$ cat src/rtl/wb_pool_engine.sv
// wb_pool_engine: Wishbone slave that 2x2-pools a packed 8-bit image held in an internal buffer.
// Build option: define POOL_MAX_EN to implement the CTRL.MODE bit (runtime max pooling); otherwise average only.
module wb_pool_engine #(
  parameter int unsigned IMG_W = 8,
  parameter int unsigned IMG_H = 8,
  parameter int unsigned PIX_W = 8
) (
  input  logic        clk,
  input  logic        rst_n,
  input  logic        i_wb_cyc,
  input  logic        i_wb_stb,
  input  logic [3:0]  i_wb_sel,
  input  logic [31:0] i_wb_addr,
  input  logic [31:0] i_wb_data,
  input  logic        i_wb_we,
  output logic [31:0] o_wb_data,
  output logic        o_wb_ack,
  output logic        o_wb_stall,
  output logic        o_irq
);

  localparam int unsigned IN_WORDS  = (IMG_W * IMG_H) / 4;
  localparam int unsigned OUT_W     = IMG_W / 2;
  localparam int unsigned OUT_H     = IMG_H / 2;
  localparam int unsigned OUT_WORDS = OUT_W * OUT_H;
  localparam int unsigned IN_AW     = (IN_WORDS  > 1) ? $clog2(IN_WORDS)  : 1;
  localparam int unsigned OUT_AW    = (OUT_WORDS > 1) ? $clog2(OUT_WORDS) : 1;
  localparam int unsigned CW        = (OUT_W > 1) ? $clog2(OUT_W) : 1;
  localparam int unsigned RW        = (OUT_H > 1) ? $clog2(OUT_H) : 1;
  localparam int unsigned SUM_W     = PIX_W + 2;

  typedef enum logic [1:0] {S_IDLE, S_FETCH, S_STORE, S_FIN} state_e;

  state_e              state_q, state_d;
  logic                start_pend_q, start_pend_d;
  logic                irq_en_q, irq_en_d;
  logic                done_q, done_d;
  logic                ack_q, ack_d;
  logic [31:0]         rdata_q, rdata_d;
  logic [1:0]          phase_q, phase_d;
  logic [RW-1:0]       r_q, r_d;
  logic [CW-1:0]       c_q, c_d;
  logic [OUT_AW-1:0]   m_q, m_d;
  logic [SUM_W-1:0]    sum_q, sum_d;

  logic [31:0]         in_mem  [IN_WORDS];
  logic [PIX_W-1:0]    out_mem [OUT_WORDS];

  logic [9:0]          bus_word;
  logic                sel_ctrl, sel_stat, sel_in, sel_out, in_hit, out_hit;
  logic                busy, req, wr_ctrl, wr_stat, out_we, mode_rd;
  logic [IN_AW-1:0]    in_idx;
  logic [OUT_AW-1:0]   out_idx;
  logic [31:0]         rd_mux;
  logic [31:0]         pix_row, pix_col, pix_idx, pix_word;
  logic [PIX_W-1:0]    pix, avg, pool_res;
  logic                unused_bits;

  // Address decode: only word offset bits [11:2] take part
  assign bus_word = i_wb_addr[11:2];
  assign sel_ctrl = (bus_word == 10'd0);
  assign sel_stat = (bus_word == 10'd1);
  assign sel_in   = (i_wb_addr[11:10] == 2'b01);
  assign sel_out  = (i_wb_addr[11:10] == 2'b10);
  assign in_hit   = sel_in  && (32'(i_wb_addr[9:2]) < IN_WORDS);
  assign out_hit  = sel_out && (32'(i_wb_addr[9:2]) < OUT_WORDS);
  assign in_idx   = IN_AW'(i_wb_addr[9:2]);
  assign out_idx  = OUT_AW'(i_wb_addr[9:2]);
  assign unused_bits = ^{i_wb_sel, i_wb_addr[31:12], i_wb_addr[1:0]};

  // Buffer accesses wait out a running job; CSRs always go through
  assign busy       = (state_q != S_IDLE);
  assign o_wb_stall = i_wb_cyc && i_wb_stb && busy && (sel_in || sel_out);
  assign req        = i_wb_cyc && i_wb_stb && !o_wb_stall && !ack_q;
  assign wr_ctrl    = req && i_wb_we && sel_ctrl;
  assign wr_stat    = req && i_wb_we && sel_stat;

  assign o_wb_ack  = ack_q;
  assign o_wb_data = rdata_q;
  assign o_irq     = done_q && irq_en_q;

  // Current window pixel: phase bit1 selects the row, bit0 the column
  always_comb begin
    pix_row  = 32'(r_q) * 2 + 32'(phase_q[1]);
    pix_col  = 32'(c_q) * 2 + 32'(phase_q[0]);
    pix_idx  = pix_row * IMG_W + pix_col;
    pix_word = in_mem[IN_AW'(pix_idx >> 2)];
    pix      = PIX_W'(pix_word >> (32'(pix_idx[1:0]) * PIX_W));
  end

  assign avg = sum_q[SUM_W-1:2];

`ifdef POOL_MAX_EN
  logic             mode_q, mode_d, job_max_q, job_max_d;
  logic [PIX_W-1:0] max_q, max_d;

  always_comb begin
    mode_d    = mode_q;
    job_max_d = job_max_q;
    max_d     = max_q;
    if (wr_ctrl) mode_d = i_wb_data[1];
    if ((state_q == S_IDLE) && start_pend_q) job_max_d = mode_q;
    if ((state_q == S_FETCH) && ((phase_q == 2'd0) || (pix > max_q))) max_d = pix;
  end

  always_ff @(posedge clk or negedge rst_n) begin
    if (!rst_n) begin
      mode_q    <= 1'b0;
      job_max_q <= 1'b0;
      max_q     <= '0;
    end else begin
      mode_q    <= mode_d;
      job_max_q <= job_max_d;
      max_q     <= max_d;
    end
  end

  assign mode_rd  = mode_q;
  assign pool_res = job_max_q ? max_q : avg;
`else
  assign mode_rd  = 1'b0;
  assign pool_res = avg;
`endif

  always_comb begin
    rd_mux = '0;
    if (sel_ctrl)      rd_mux = {29'd0, irq_en_q, mode_rd, 1'b0};
    else if (sel_stat) rd_mux = {30'd0, done_q, busy};
    else if (in_hit)   rd_mux = in_mem[in_idx];
    else if (out_hit)  rd_mux = 32'(out_mem[out_idx]);
  end

  always_ff @(posedge clk or negedge rst_n) begin
    if (!rst_n) state_q <= S_IDLE;
    else        state_q <= state_d;
  end

  // Next state, bus response and window walk
  always_comb begin
    state_d      = state_q;
    start_pend_d = start_pend_q;
    irq_en_d     = irq_en_q;
    done_d       = done_q;
    ack_d        = req;
    rdata_d      = '0;
    phase_d      = phase_q;
    r_d          = r_q;
    c_d          = c_q;
    m_d          = m_q;
    sum_d        = sum_q;
    out_we       = 1'b0;

    if (req && !i_wb_we) rdata_d = rd_mux;
    if (wr_ctrl) begin
      irq_en_d = i_wb_data[2];
      if (i_wb_data[0] && !busy && !start_pend_q) begin
        start_pend_d = 1'b1;
        done_d       = 1'b0;
      end
    end
    if (wr_stat && i_wb_data[1]) done_d = 1'b0;

    case (state_q)
      S_IDLE: begin
        if (start_pend_q) begin
          state_d      = S_FETCH;
          start_pend_d = 1'b0;
          phase_d      = 2'd0;
          r_d          = '0;
          c_d          = '0;
          m_d          = '0;
        end
      end
      S_FETCH: begin
        phase_d = phase_q + 2'd1;
        sum_d   = (phase_q == 2'd0) ? SUM_W'(pix) : sum_q + SUM_W'(pix);
        if (phase_q == 2'd3) state_d = S_STORE;
      end
      S_STORE: begin
        out_we  = 1'b1;
        m_d     = m_q + OUT_AW'(1);
        phase_d = 2'd0;
        state_d = S_FETCH;
        if (c_q == CW'(OUT_W - 1)) begin
          c_d = '0;
          if (r_q == RW'(OUT_H - 1)) state_d = S_FIN;
          else                       r_d = r_q + RW'(1);
        end else begin
          c_d = c_q + CW'(1);
        end
      end
      S_FIN: begin
        state_d = S_IDLE;
        done_d  = 1'b1;
      end
      default: state_d = S_IDLE;
    endcase
  end

  always_ff @(posedge clk or negedge rst_n) begin
    if (!rst_n) begin
      start_pend_q <= 1'b0;
      irq_en_q     <= 1'b0;
      done_q       <= 1'b0;
      ack_q        <= 1'b0;
      rdata_q      <= '0;
      phase_q      <= '0;
      r_q          <= '0;
      c_q          <= '0;
      m_q          <= '0;
      sum_q        <= '0;
    end else begin
      start_pend_q <= start_pend_d;
      irq_en_q     <= irq_en_d;
      done_q       <= done_d;
      ack_q        <= ack_d;
      rdata_q      <= rdata_d;
      phase_q      <= phase_d;
      r_q          <= r_d;
      c_q          <= c_d;
      m_q          <= m_d;
      sum_q        <= sum_d;
    end
  end

  // Image buffers keep their contents across reset
  always_ff @(posedge clk) begin
    if (req && i_wb_we && in_hit) in_mem[in_idx] <= i_wb_data;
    if (out_we)                   out_mem[m_q]   <= pool_res;
  end

endmodule
$ cat config.mk
export PLATFORM = sky130hd
export DESIGN_NAME = wb_pool_engine
export DESIGN_NICKNAME = d
export VERILOG_FILES = /design/src/rtl/wb_pool_engine.sv
export SDC_FILE = /design/constraint.sdc
export NUM_CORES = 1
export LEC_CHECK = 0
export CAP_MARGIN = 5
export CORE_UTILIZATION = 25
export CTS_CLUSTER_SIZE = 28
export DETAILED_ROUTE_END_ITERATION = 10
export PLACE_DENSITY = 0.42
export SLEW_MARGIN = 15
export SYNTH_ARGS = -nofsm -noshare
export SYNTH_HDL_FRONTEND = slang
export SYNTH_SLANG_ARGS = --single-unit
$ cat constraint.sdc
create_clock -name clk -period 4.5 [get_ports clk]
set_clock_uncertainty 0.05 [all_clocks]
set_input_delay 0.9 -clock clk [delete_from_list [all_inputs] [get_ports clk]]
set_output_delay 0.9 -clock clk [all_outputs]
set_load 0.01 [all_outputs]
# Word-level counts from Yosys, hierarchy flattened
# Memories as Yosys holds them, arrays and structs flattened.
# Index checks and enable logic that the tools add are counted.
[totals]
ff_bits = 58
ramBits = 640
input_bits = 73
out_inout_bits = 35
elab_cells = 104
mem_count = 2
[classes]
n_addsub = 8
order_cmp = 1
eq_ne = 13
shift = 1
n_mux = 33
n_reduce_logical = 35
[mem_list]
columns = ["memory", "words", "width", "read_ports", "rd_clocked_by_memory_dff", "wr", "line", "source"]
rows = [
  ["in_mem", 16, 32, 2, 0, 1, "46", "logic [31:0] in_mem [IN_WORDS];"],
  ["out_mem", 16, 8, 1, 0, 1, "47", "logic [PIX_W-1:0] out_mem [OUT_WORDS];"],
]
[op_table]
columns = ["cell", "n"]
rows = [
  ["2-to-1 mux 32 bit", 4],
  [">> shifter 32 x 5 -> 8 bit", 1],
  ["logical AND 1 bit", 16],
  ["2-to-1 mux 2 bit", 8],
  ["2-to-1 mux 1 bit", 13],
  ["== test 2 bit (second input constant)", 6],
  ["adder 10 x 8 -> 10 bit", 1],
  ["== test 10 x 1 -> 1 bit (second input constant)", 1],
  ["logical NOT 10 bit", 1],
  ["2-to-1 mux 10 bit", 1],
  ["nonzero test 3 bit", 3],
  ["less-than comparator 8 x 5 -> 1 bit (second input constant)", 1],
  ["2-to-1 mux 8 bit", 1],
  ["inequality test 2 bit (second input constant)", 4],
  ["one-hot mux 2 bit (2 select lines)", 2],
  ["one-hot mux 2 bit (4 select lines)", 1],
  ["one-hot mux 4 bit (2 select lines)", 1],
  ["AND reduction 2 bit", 4],
  ["adder 2 x 1 -> 2 bit (second input constant)", 3],
  ["adder 6 x 4 -> 6 bit", 1],
  ["one-hot mux 2 bit (3 select lines)", 1],
  ["logical NOT 1 bit", 5],
  ["adder 3 x 1 -> 4 bit", 1],
  ["adder 4 x 1 -> 4 bit (second input constant)", 1],
  ["7 further kinds", 10],
]

# Depth between registers and ports, before layout
[logic_depth]
ltp_word = 11
depth_mapped = 18
mapped_depth_nobuf = 14

# Least setup slack after synthesis
# Ideal clock, no wire load.
[synth_path]
path_kind = "input-to-reg"
start = "input i_wb_addr[9]"
end = "memory in_mem[0][0] (enable)"
setup_time_ns = 0.461
arrival_ns = 4.257
required_ns = 3.989
path_slack_ns = -0.268
path_stages = 4
n_path_buf = 0
cell_sequence = "nor4_1 -> nand4_1 -> or3_1 -> nor3_1"
[synth_between]
elab_chain_len = 5
[synth_rtl]
columns = ["item", "line", "source"]
rows = [
  ["start: declaration", "13", "input logic [31:0] i_wb_addr,"],
  ["less-than comparator 8 x 5 -> 1 bit", "65", "assign in_hit = sel_in && (32'(i_wb_addr[9:2]) < IN_WORDS);"],
  ["logical AND 1 bit", "65", ""],
  ["logical AND 1 bit", "228", "if (req && i_wb_we && in_hit) in_mem[in_idx] <= i_wb_data;"],
  ["2-to-1 mux 1 bit", "228", ""],
  ["2-to-1 mux 1 bit (not written as such)", "228", ""],
  ["end: declaration", "46", ""],
]
# No other way between the ends.

# Worst setup path after layout
[layout_path]
start = "register c_q[1]"
end = "register sum_q[5]"
[layout_between]
elab_chain_len = 6
[layout_rtl]
columns = ["item", "line", "source"]
rows = [
  ["start: declaration", "42", "logic [CW-1:0] c_q, c_d;"],
  ["start signal: assignment", "209", "c_q <= '0;"],
  ["start signal: assignment", "220", "c_q <= c_d;"],
  ["adder 3 x 1 -> 4 bit (*)", "85", "pix_col = 32'(c_q) * 2 + 32'(phase_q[0]);"],
  ["adder 6 x 4 -> 6 bit (*)", "86", "pix_idx = pix_row * IMG_W + pix_col;"],
  ["memory (16 x 32 bit) (*)", "-", ""],
  [">> shifter 32 x 5 -> 8 bit (*)", "88", "pix = PIX_W'(pix_word >> (32'(pix_idx[1:0]) * PIX_W));"],
  ["adder 10 x 8 -> 10 bit", "176", "sum_d = (phase_q == 2'd0) ? SUM_W'(pix) : sum_q + SUM_W'(pix);"],
  ["2-to-1 mux 10 bit (*)", "176", ""],
  ["end signal: assignment", "222", "sum_q <= sum_d;"],
  ["end: declaration", "44", "logic [SUM_W-1:0] sum_q, sum_d;"],
]
# Mark *: on every way between the ends. The rest lies on a longest branch, timed or not.
# A chain may end at the register's enable or synchronous reset.

==> results.py <==
metrics = {
    "status": {
        "outcome": "finished with violations",
        "failed_checks": "design-rule violations",
    },
    "die": {
        "initial_core_util_pct": 25.21,
        "coreArea_um2": 123800,
        "die_w_um": 355.3,
        "die_h_um": 355.3,
        "io_pins": 108,
        "dieArea_um2": 126200,
        "fp-row-count": 129,
    },
    "logic_synthesis": {
        "synth_top_cell_area_share_pct": 61.59,
        "ys_top_cells_by_area": "edfxtp_1 (62%), mux4_2 (21%), dfrtp_1 (4.7%)",
        "synth_top_cell_by_area": "edfxtp_1",
        "synth_edf_count": 640,
        "synthFlopType": "edfxtp_1",
        "syn_nets": 1634,
        "yosys_warnings": 0,
        "synth-seq-area-share_pct": 66.24,
        "synth_area_um2": 31200,
        "ys_seq_elements": 698,
        "syn_area_per_cell_um2": 20.25,
        "async_reset_ff_share_pct": 8.309,
        "synth_cells": 1541,
        "synth_cell_types": 59,
    },
    "drt": {
        "viasPerCell": 4.871,
        "drtPass1Iterations": 8,
        "drc": 17,
        "routed-via-count": 16720,
        "drtIter0Drc": 1403,
        "routed_wl_um": 97220,
        "drtAntennaViolNets": 0,
        "wire_per_inst_um": 28.33,
    },
    "global_route": {
        "grt_usage_pct": 15.38,
        "grt_pass1_vias": 17940,
        "grt-ovfl-total": 0,
        "antenna_found_initial": 11,
        "grt_pass1_wl_um": 137700,
        "grt_max_degree": 69,
    },
    "place": {
        "place_inst": 3276,
        "place_congestion": 0.7503,
        "place.port_buffers": 81,
        "place_area_um2": 34850,
        "hpwl_um": 60670,
    },
    "layout": {
        "fillers": 11920,
        "nNetsFinal": 1818,
        "drive_gt1_share_pct": 33.65,
        "mostFrequentLayoutCells": "edfxtp_1 (640), mux4_2 (291), buf_4 (97), clkbuf_16 (84), clkdlybuf4s50_1 (76)",
        "final_util_pct": 30.32,
        "syn2layout_area_growth_pct": 20.30,
        "final_common_cell": "edfxtp_1",
        "fin_area_um2": 37540,
        "finalNonFillerCells": 3432,
        "antenna_cells": 0,
    },
    "job": {
        "maxCapViolCount": 0,
    },
    "sta": {
        "fin_crit_ns": 4.276,
        "report.final.slew_viol_count": 0,
        "max_slew_margin_pct": 32.10,
        "setup_violations": 0,
        "hold_violations": 0,
        "rsz0062_at_grt": "false",
        "tightest_slew_ns": 1.011,
        "setup_tns_ns": 0,
        "min_period_over_period_pct": 95.03,
        "fmax_ghz": 0.2338,
    },
    "clocking": {
        "clk_pin_slew_ns": 0.06,
        "ctsResizeCount": 0,
        "hold_buffers": 0,
        "cts_sinks": 698,
        "worstSkewPairLatency_ns": 0.65,
        "cts_root_buf": "clkbuf_16",
        "cts_buffer_depth": 3,
        "cts.htree.levels": 3,
        "cts_buffers": 82,
        "cts_tree": "yes",
    },
    "power_and_ir_drop": {
        "ir_drop_uv": 267.1,
        "p_leak_nw": 11.70,
        "power_density_nw_per_um2": 375.7,
    },
    "critical_path": {
        "start_kind": "flip-flop",
        "worstPathArrival_ns": 4.76,
        "crit_buf_inv": 1,
        "critical-path-max-stage-delay_ns": 0.66,
        "crit_chain": "buf_12, mux4_1, mux4_2, mux2i_1, mux2i_1, ha_1, a211oi_1, o21bai_1, a21oi_1, xor2_1, o31ai_1, a221o_1",
        "crit_path_end_kind": "flip-flop",
        "critPathSlowestCell": "dfrtp_4",
        "timing.critical_path.max_delay_family": "multiplexers",
        "crit_type": "flip-flop to flip-flop",
        "crit_top_cell": "mux2i_1",
        "critical_path_required_ns": 4.99,
        "path_max_fanout": 15,
    },
    "worst_hold_path": {
        "hold_path_class": "input port to async pin",
    },
}
-- cell families (layout without fill, tap and decap cells) --
kind of cell / Yosys count / in the layout / share of synthesized area [%]
compound gates: 139 / 139 / 3.164
xor+xnor: 4 / 4 / 0.1123
fa+ha+maj: 20 / 20 / 0.8260
buf+inv: 116 / 370 / 1.844
flops: 698 / 698 / 66.24
mux: 386 / 386 / 24.79
simple gates: 178 / 178 / 3.027
-- where the power goes --
| part | internal [mW] | switching, mW | leakage [nW] | total (mW) |
|---|---|---|---|---|
| Combinational | 0.236 | 0.284 | 3.92 | 0.520 |
| Sequential | 7.06 | 0.000587 | 6.50 | 7.06 |
| Clock | 3.82 | 2.71 | 1.28 | 6.52 |
| Total | 11.1 | 2.99 | 11.7 | 14.1 |
-- worst paths after layout --
path                       startpoint       endpoint  slack (ns)  cells past startpoint
setup reg to reg               c_q[1]       sum_q[5]        0.22                     12
setup / recovery               c_q[1]       sum_q[5]        0.22                     12
hold / removal                  rst_n   o_wb_data[5]        0.28                      1
min in group clk             sum_q[0]       sum_q[0]        0.48                      2
max in group asynchronous       rst_n  o_wb_data[22]        3.22                      2
hold reg to reg              sum_q[0]       sum_q[0]        0.48                      2
-- routing by layer --
metal	global-route usage (%)	wire length [um]	vias to the layer above
met3	2.677	4544	116
li1	-	-	7000
met5	0	64	-
met2	25.26	46960	449
met4	3.560	1613	10
met1	21.15	44030	9142
-- cells in the mapped netlist, types with 4 or more instances --
cell type	number
o31ai_1	4
mux2_2	41
mux2i_1	43
o22ai_1	26
nor2_1	29
nand4_1	4
a221o_1	4
or3_1	4
buf_4	7
buf_2	39
nand2_1	37
edfxtp_1	640
mux4_2	291
and2_1	17
dfrtp_1	58
o2bb2ai_1	6
o21a_1	4
o21ai_0	19
inv_1	16
nand3b_1	6
clkbuf_1	39
a221oi_1	16
nor3_1	13
mux4_1	11
a211oi_1	4
and3_1	6
buf_1	7
ha_1	19
a22oi_1	28
nand3_1	11
a21oi_1	11
nand2b_1	5
nor2b_1	30
buf_6	5
-- flip-flops by register name, indices dropped and copies added, names as in the netlist --
name and flops:
m_q 4, start_pend_q 1, r_q 2, c_q 2, done_q 1, o_wb_data 32
sum_q 10, in_mem 512, phase_q 2, irq_en_q 1, o_wb_ack 1, state_q 2
out_mem 128
-- timing repair --
| item | CTS | global route |
|---|---|---|
| setup buffers | 1 | 1 |
| gates cloned | 0 | 0 |
| endpoints found under the hold margin | 0 | 0 |
| pin swaps | 0 | 0 |
| setup endpoints to repair | 1 | 4 |
-- final cells by class --
| type | count | area [um^2] | share of cell area [%] |
|---|---|---|---|
| inverters | 17 | 63.81 | 0.1700 |
| repair buffers | 199 | 1996 | 5.316 |
| flip-flops and latches | 698 | 20680 | 55.08 |
| clock buffers | 106 | 2245 | 5.979 |
| clock inverters | 48 | 401.6 | 1.070 |
| well taps | 1637 | 2048 | 5.456 |
| multi-input cells | 727 | 10110 | 26.93 |
-- stage by stage --
| step | hold slack [ns] | power (mW) | setup slack, ns |
|---|---|---|---|
| global placement | 0.4471 | 7.723 | -0.04275 |
| detailed placement | 0.4620 | 7.728 | 0.01483 |
| finish | 0.2843 | 14.11 | 0.2237 |
| CTS | 0.3102 | 14.30 | 0.04652 |
| floorplan | 0.4271 | 7.484 | 0.5887 |
| global route | 0.3458 | 14.55 | 0.01825 |
Note: power is estimated with default switching activity, not from simulation.
